### src/rtl/xing_pkg.sv
// rtl/xing_pkg.sv - state codes, default timing and lamp decode for the crossing scheduler
package xing_pkg;

  typedef enum logic [3:0] {
    HWY_GREEN   = 4'd0,
    HWY_YELLOW  = 4'd1,
    ALL_RED1    = 4'd2,
    WALK        = 4'd3,
    FLASH_DNW   = 4'd4,
    SIDE_GREEN  = 4'd5,
    SIDE_YELLOW = 4'd6,
    ALL_RED2    = 4'd7,
    EMERGENCY   = 4'd8
  } state_t;

  localparam int T_GREEN_MIN_DEF  = 20;
  localparam int T_YELLOW_DEF     = 4;
  localparam int T_ALLRED_DEF     = 2;
  localparam int T_WALK_DEF       = 10;
  localparam int T_FLASH_DEF      = 6;
  localparam int T_SIDE_GREEN_DEF = 12;

  localparam logic GRANT_CAR = 1'b0;
  localparam logic GRANT_PED = 1'b1;

  typedef struct packed {
    logic hgl, hyl, hrl;
    logic sgl, syl, srl;
    logic hw, hdnw;
  } lamps_t;

  // Anything that is not an explicit go-phase shows red on both roads.
  function automatic lamps_t decode_lamps(input state_t st, input logic flash);
    lamps_t l;
    l = '0;
    l.hrl = 1'b1;
    l.srl = 1'b1;
    l.hdnw = 1'b1;
    case (st)
      HWY_GREEN:   begin l.hrl = 1'b0; l.hgl = 1'b1; end
      HWY_YELLOW:  begin l.hrl = 1'b0; l.hyl = 1'b1; end
      WALK:        begin l.hw = 1'b1; l.hdnw = 1'b0; end
      FLASH_DNW:   l.hdnw = flash;
      SIDE_GREEN:  begin l.srl = 1'b0; l.sgl = 1'b1; end
      SIDE_YELLOW: begin l.srl = 1'b0; l.syl = 1'b1; end
      default:     ;
    endcase
    return l;
  endfunction

endpackage

### src/rtl/xing_phase_scheduler_phase_dwell_timer.sv
// rtl/xing_phase_scheduler_phase_dwell_timer.sv - tick-driven dwell counter with optional saturation
module phase_dwell_timer #(
  parameter int CNT_W = 8
) (
  input  logic             clk,
  input  logic             rst,
  input  logic             tick,
  input  logic             clr,
  input  logic             sat_en,
  input  logic [CNT_W-1:0] limit,
  output logic             done,
  output logic             at_limit
);

  localparam logic [CNT_W-1:0] ONE = {{(CNT_W-1){1'b0}}, 1'b1};

  logic [CNT_W-1:0] cnt;

  assign at_limit = (cnt == limit - ONE);
  assign done     = tick & at_limit;

  always_ff @(posedge clk or posedge rst) begin
    if (rst) begin
      cnt <= '0;
    end else if (clr) begin
      cnt <= '0;
    end else if (tick && !(sat_en && at_limit)) begin
      cnt <= cnt + ONE;
    end
  end

endmodule

### src/rtl/xing_phase_scheduler.sv
// rtl/xing_phase_scheduler.sv - timed highway/crosswalk/side-street phase scheduler
module xing_phase_scheduler
  import xing_pkg::*;
#(
  parameter int CNT_W        = 8,
  parameter int T_GREEN_MIN  = T_GREEN_MIN_DEF,
  parameter int T_YELLOW     = T_YELLOW_DEF,
  parameter int T_ALLRED     = T_ALLRED_DEF,
  parameter int T_WALK       = T_WALK_DEF,
  parameter int T_FLASH      = T_FLASH_DEF,
  parameter int T_SIDE_GREEN = T_SIDE_GREEN_DEF
) (
  input  logic       clk,
  input  logic       rst,
  input  logic       tick,
  input  logic       yp,
  input  logic       ns,
  input  logic       emg,
  output logic       hgl,
  output logic       hyl,
  output logic       hrl,
  output logic       sgl,
  output logic       syl,
  output logic       srl,
  output logic       hw,
  output logic       hdnw,
  output logic       ped_wait,
  output logic [3:0] state
);

  state_t           st, st_nxt;
  logic             ped_req, car_req, grant, last, flash, flash_nxt;
  logic [CNT_W-1:0] limit;
  logic             done, at_limit, clr, sat_en;
  logic             enter_walk, enter_side, to_yellow;
  lamps_t           lamps;

  always_comb begin
    limit = CNT_W'(1);
    case (st)
      HWY_GREEN:             limit = CNT_W'(T_GREEN_MIN);
      HWY_YELLOW,
      SIDE_YELLOW:           limit = CNT_W'(T_YELLOW);
      ALL_RED1, ALL_RED2:    limit = CNT_W'(T_ALLRED);
      WALK:                  limit = CNT_W'(T_WALK);
      FLASH_DNW:             limit = CNT_W'(T_FLASH);
      SIDE_GREEN:            limit = CNT_W'(T_SIDE_GREEN);
      default:               limit = CNT_W'(1);
    endcase
  end

  always_comb begin
    st_nxt = st;
    if (emg) begin
      st_nxt = EMERGENCY;
    end else begin
      case (st)
        HWY_GREEN:   if (done && (ped_req || car_req)) st_nxt = HWY_YELLOW;
        HWY_YELLOW:  if (done) st_nxt = ALL_RED1;
        ALL_RED1:    if (done) st_nxt = (grant == GRANT_PED) ? WALK : SIDE_GREEN;
        WALK:        if (done) st_nxt = FLASH_DNW;
        FLASH_DNW:   if (done) st_nxt = ALL_RED2;
        SIDE_GREEN:  if (done) st_nxt = SIDE_YELLOW;
        SIDE_YELLOW: if (done) st_nxt = ALL_RED2;
        ALL_RED2:    if (done) st_nxt = HWY_GREEN;
        default:     st_nxt = ALL_RED2;
      endcase
    end
  end

  assign clr        = (st_nxt != st);
  assign sat_en     = (st == HWY_GREEN);
  assign enter_walk = (st_nxt == WALK) && (st != WALK);
  assign enter_side = (st_nxt == SIDE_GREEN) && (st != SIDE_GREEN);
  assign to_yellow  = (st == HWY_GREEN) && (st_nxt == HWY_YELLOW);

  always_comb begin
    flash_nxt = flash;
    if (st_nxt == FLASH_DNW && st != FLASH_DNW) flash_nxt = 1'b1;
    else if (st == FLASH_DNW && tick)           flash_nxt = ~flash;
  end

  phase_dwell_timer #(.CNT_W(CNT_W)) u_timer (
    .clk      (clk),
    .rst      (rst),
    .tick     (tick),
    .clr      (clr),
    .sat_en   (sat_en),
    .limit    (limit),
    .done     (done),
    .at_limit (at_limit)
  );

  // Lamps are registered from the next-state decode so they change with the state register.
  always_ff @(posedge clk or posedge rst) begin
    if (rst) begin
      st      <= HWY_GREEN;
      ped_req <= 1'b0;
      car_req <= 1'b0;
      grant   <= GRANT_CAR;
      last    <= GRANT_CAR;
      flash   <= 1'b1;
      lamps   <= decode_lamps(HWY_GREEN, 1'b1);
    end else begin
      st      <= st_nxt;
      flash   <= flash_nxt;
      lamps   <= decode_lamps(st_nxt, flash_nxt);
      ped_req <= yp | (ped_req & ~enter_walk);
      car_req <= ns | (car_req & ~enter_side);
      if (to_yellow) begin
        if (ped_req && car_req) grant <= ~last;
        else                    grant <= ped_req ? GRANT_PED : GRANT_CAR;
      end
      if (enter_walk) last <= GRANT_PED;
      if (enter_side) last <= GRANT_CAR;
    end
  end

  assign {hgl, hyl, hrl, sgl, syl, srl, hw, hdnw} = lamps;
  assign ped_wait = ped_req;
  assign state    = st;

endmodule

### config.mk
export PLATFORM = sky130hd
export DESIGN_NAME = xing_phase_scheduler
export DESIGN_NICKNAME = d
export VERILOG_FILES = /design/src/rtl/xing_pkg.sv /design/src/rtl/xing_phase_scheduler_phase_dwell_timer.sv /design/src/rtl/xing_phase_scheduler.sv
export SDC_FILE = /design/constraint.sdc
export NUM_CORES = 1
export LEC_CHECK = 0
export ABC_AREA = 1
export CORE_MARGIN = 1
export CORE_UTILIZATION = 50
export CTS_BUF_LIST = sky130_fd_sc_hd__clkbuf_8
export CTS_CLUSTER_DIAMETER = 60
export DETAILED_ROUTE_END_ITERATION = 12
export DONT_BUFFER_PORTS = 1
export PLACE_DENSITY = 0.63
export SYNTH_ARGS = -nofsm -noshare
export SYNTH_HDL_FRONTEND = slang
export SYNTH_HIERARCHICAL = 1
export SYNTH_SLANG_ARGS = --single-unit
### constraint.sdc
create_clock -name clk -period 4.9 [get_ports clk]
set_input_delay 0.98 -clock clk [delete_from_list [all_inputs] [get_ports clk]]
set_output_delay 0.98 -clock clk [all_outputs]
set_load 0.01 [all_outputs]
==> impl_metrics.xml <==
<?xml version="1.0" encoding="UTF-8"?>
<metrics>
  <group name="run_status">
    <metric name="run_status" unit="">complete, no violations</metric>
  </group>
  <group name="synthesis">
    <metric name="syn_area" unit="sq mm">0.00214</metric>
    <metric name="syn_area_per_cell" unit="sq um">6.92</metric>
    <metric name="syn_inst" unit="">310</metric>
    <metric name="synth_warnings" unit="">6</metric>
  </group>
  <group name="layout">
    <metric name="most_common_cell_after_layout_fill_and_taps_aside" unit="">sky130_fd_sc_hd__nand2_1</metric>
    <metric name="final_net_count" unit="">330</metric>
    <metric name="antenna_cells" unit="">0</metric>
    <metric name="top_register_by_number_of_flip_flops" unit="">u_timer/cnt</metric>
    <metric name="postLayoutCoreUtil" unit="%">55.4</metric>
    <metric name="post_route_cells_drive_above_1_share" unit="%">18.4</metric>
    <metric name="count_of_filler_cells_inserted_in_the_layout" unit="">390</metric>
    <metric name="area_growth_syn_to_layout" unit="%">4.84</metric>
    <metric name="layout.cells.most_common_list" unit="">87 x sky130_fd_sc_hd__nand2_1, 40 x sky130_fd_sc_hd__nand3_1, 38 x sky130_fd_sc_hd__inv_1, 25 x sky130_fd_sc_hd__nor2_1, 21 x sky130_fd_sc_hd__dfrtp_1</metric>
    <metric name="instances_no_fill" unit="">366</metric>
    <metric name="largest_register_ff_count" unit="">8</metric>
  </group>
  <group name="min_path">
    <metric name="type_of_the_worst_min_delay_path" unit="">flop to flop</metric>
    <metric name="timing.hold.worst.start" unit="">grant$_DFFE_PP0P_</metric>
    <metric name="worstHoldEndpoint" unit="">grant$_DFFE_PP0P_</metric>
    <metric name="whs_path_depth" unit="">2</metric>
  </group>
  <group name="timing">
    <metric name="finalHoldViolations" unit="">0</metric>
    <metric name="timing.slew.headroom" unit="%">58.5</metric>
    <metric name="maxClockFrequency" unit="GHz">0.225</metric>
    <metric name="final.min_clock_period" unit="ps">4440</metric>
    <metric name="number_of_setup_violations_in_the_final_report" unit="">0</metric>
    <metric name="holdWs" unit="ps">509</metric>
    <metric name="rsz0062_at_grt" unit="">no</metric>
    <metric name="finalSetupTns" unit="ps">0</metric>
    <metric name="tightestPinTransition" unit="ps">622</metric>
    <metric name="post-route-period-util" unit="%">90.7</metric>
    <metric name="slew_violations" unit="">0</metric>
    <metric name="final.setup_skew" unit="ps">1.84</metric>
  </group>
  <group name="placed_design">
    <metric name="dp.cells" unit="">362</metric>
    <metric name="detailed_place_hpwl" unit="um">3640</metric>
    <metric name="gp_congestion" unit="">1.00</metric>
    <metric name="port_buf_inserts" unit="">0</metric>
  </group>
  <group name="setup_path">
    <metric name="r2r_start" unit="">state[0]$_DFF_PP0_</metric>
    <metric name="crit_top_cell" unit="">sky130_fd_sc_hd__nand2_1</metric>
    <metric name="critPathArrivalTime" unit="ps">4610</metric>
    <metric name="startpoint_type" unit="">flop</metric>
    <metric name="data_required_critical_path" unit="ps">5060</metric>
    <metric name="setup.worst_path.class" unit="">flop to flop</metric>
    <metric name="critPathMaxFanout" unit="">16</metric>
    <metric name="r2r_end" unit="">u_timer/cnt[2]$_DFFE_PP0P_</metric>
    <metric name="crit_path_top_delay_cell" unit="">sky130_fd_sc_hd__dfrtp_1</metric>
    <metric name="max_stage_delay" unit="ps">540</metric>
    <metric name="reg2regPathDepth" unit="">28</metric>
    <metric name="critPathCaptureType" unit="">flop</metric>
    <metric name="worst-r2r-setup-slack" unit="ps">460</metric>
  </group>
  <group name="floorplan">
    <metric name="floorplan.die.width" unit="um">67.5</metric>
    <metric name="fp.dieArea" unit="sq mm">0.00455</metric>
    <metric name="chipHeight" unit="um">67.5</metric>
    <metric name="rows" unit="">23</metric>
    <metric name="core_area" unit="sq mm">0.00406</metric>
    <metric name="starting_density_of_the_core" unit="%">52.9</metric>
    <metric name="boundaryPins" unit="">19</metric>
  </group>
  <group name="clocking">
    <metric name="cts_max_level" unit="">1</metric>
    <metric name="tritoncts.num_buffers" unit="">3</metric>
    <metric name="cts.sink_count" unit="">25</metric>
    <metric name="worst_skew_pair.late_latency" unit="ps">260</metric>
    <metric name="cts-resized-gates" unit="">0</metric>
    <metric name="clock_tree.root_cell" unit="">sky130_fd_sc_hd__clkbuf_8</metric>
    <metric name="cts_tree" unit="">yes</metric>
    <metric name="cts-hold-fix-buffers" unit="">0</metric>
    <metric name="postCtsSetupRepairBufs" unit="">0</metric>
    <metric name="clkTransAtPathRegs" unit="ps">80</metric>
    <metric name="cts.path.max_buffers" unit="">2</metric>
  </group>
  <group name="grt">
    <metric name="grt_start_max_net_pins" unit="">18</metric>
    <metric name="grt_usage" unit="%">21.5</metric>
    <metric name="grt_first_pass_wirelength" unit="um">7390</metric>
    <metric name="grt_remaining_overflow" unit="">0</metric>
    <metric name="antenna_found_initial" unit="">0</metric>
    <metric name="number_of_global_route_vias_before_repair" unit="">1713</metric>
  </group>
  <group name="power_and_ir_drop">
    <metric name="comb_power_share" unit="%">59.4</metric>
    <metric name="pwr-share-seq" unit="%">29.7</metric>
    <metric name="power.density" unit="mW/mm^2">487</metric>
    <metric name="clock_power_share" unit="%">10.9</metric>
    <metric name="ir_worst_vdd" unit="V">0.000246</metric>
    <metric name="p_int" unit="uW">520</metric>
    <metric name="standby_leakage_power" unit="uW">0.00121</metric>
    <metric name="power_switching_share" unit="%">52.6</metric>
    <metric name="switchingPower" unit="uW">576</metric>
  </group>
  <group name="drt">
    <metric name="via_count" unit="">1901</metric>
    <metric name="mean_number_of_vias_per_cell" unit="">5.19</metric>
    <metric name="detail_route.wl_per_cell" unit="um">12.4</metric>
    <metric name="initialDrtViolationCount" unit="">93</metric>
    <metric name="drcViolationCount" unit="">0</metric>
    <metric name="drt-total-wl" unit="um">4540</metric>
    <metric name="detail-route-antenna-nets" unit="">0</metric>
    <metric name="drt_pre_antenna_iters" unit="">4</metric>
  </group>
  <group name="run">
    <metric name="timing.max_cap.violations" unit="">0</metric>
  </group>
</metrics>
critical path, delay by kind of cell (launching register included):
kind            cells  cell delay, ps
compound gates      2             620
fa+ha+maj           2             630
simple gates       20            1980
flops               1             540
buf+inv             4             550
per-layer routing:
layer / routed length [um] / track usage [%]
met5: 0 / 0
met4: 65 / 5.05
met3: 198 / 3.72
met2: 2300 / 39.1
met1: 1970 / 25.7
cell type report:
cell class | instances | area, sq um | share of cell area, %
timing repair buffer | 1 | 7.51 | 0.334
inverter | 48 | 184 | 8.18
sequential | 25 | 631 | 28.0
clock inverter | 1 | 5.00 | 0.223
multi-input combinational | 238 | 1320 | 58.6
tap | 50 | 62.6 | 2.78
clock buffer | 3 | 41.3 | 1.84
through the flow:
step	setup WS [ps]	power, uW	instance area (sq um)
floorplan	1070	857	2170
global placement	586	978	2200
detailed placement	507	975	2200
CTS	470	1100	2240
global route	25.0	1190	2250
finish	456	1100	2250
worst max-delay path by stage:
stage | start | to | slack, ps | cells past startpoint
after floorplan | state[1]$_DFF_PP0_ | u_timer/cnt[3]$_DFFE_PP0P_ | 1070 | 30
after global placement | state[0]$_DFF_PP0_ | u_timer/cnt[2]$_DFFE_PP0P_ | 590 | 29
after detailed placement | state[0]$_DFF_PP0_ | u_timer/cnt[2]$_DFFE_PP0P_ | 510 | 29
after CTS | state[0]$_DFF_PP0_ | u_timer/cnt[2]$_DFFE_PP0P_ | 470 | 29
after global routing | state[0]$_DFF_PP0_ | u_timer/cnt[5]$_DFFE_PP0P_ | 30 | 28
final | state[0]$_DFF_PP0_ | u_timer/cnt[2]$_DFFE_PP0P_ | 460 | 28
power groups by stage:
stage | clock [uW] | sequential [uW] | combinational (uW)
5_1_grt | 128 | 332 | 731
4_1_cts | 123 | 326 | 650
3_5_place_dp | 0 | 330 | 645
2_1_floorplan | 0 | 313 | 544
6_report | 119 | 326 | 651
3_3_place_gp | 0 | 330 | 647
Power figures use the tool's default switching activity.
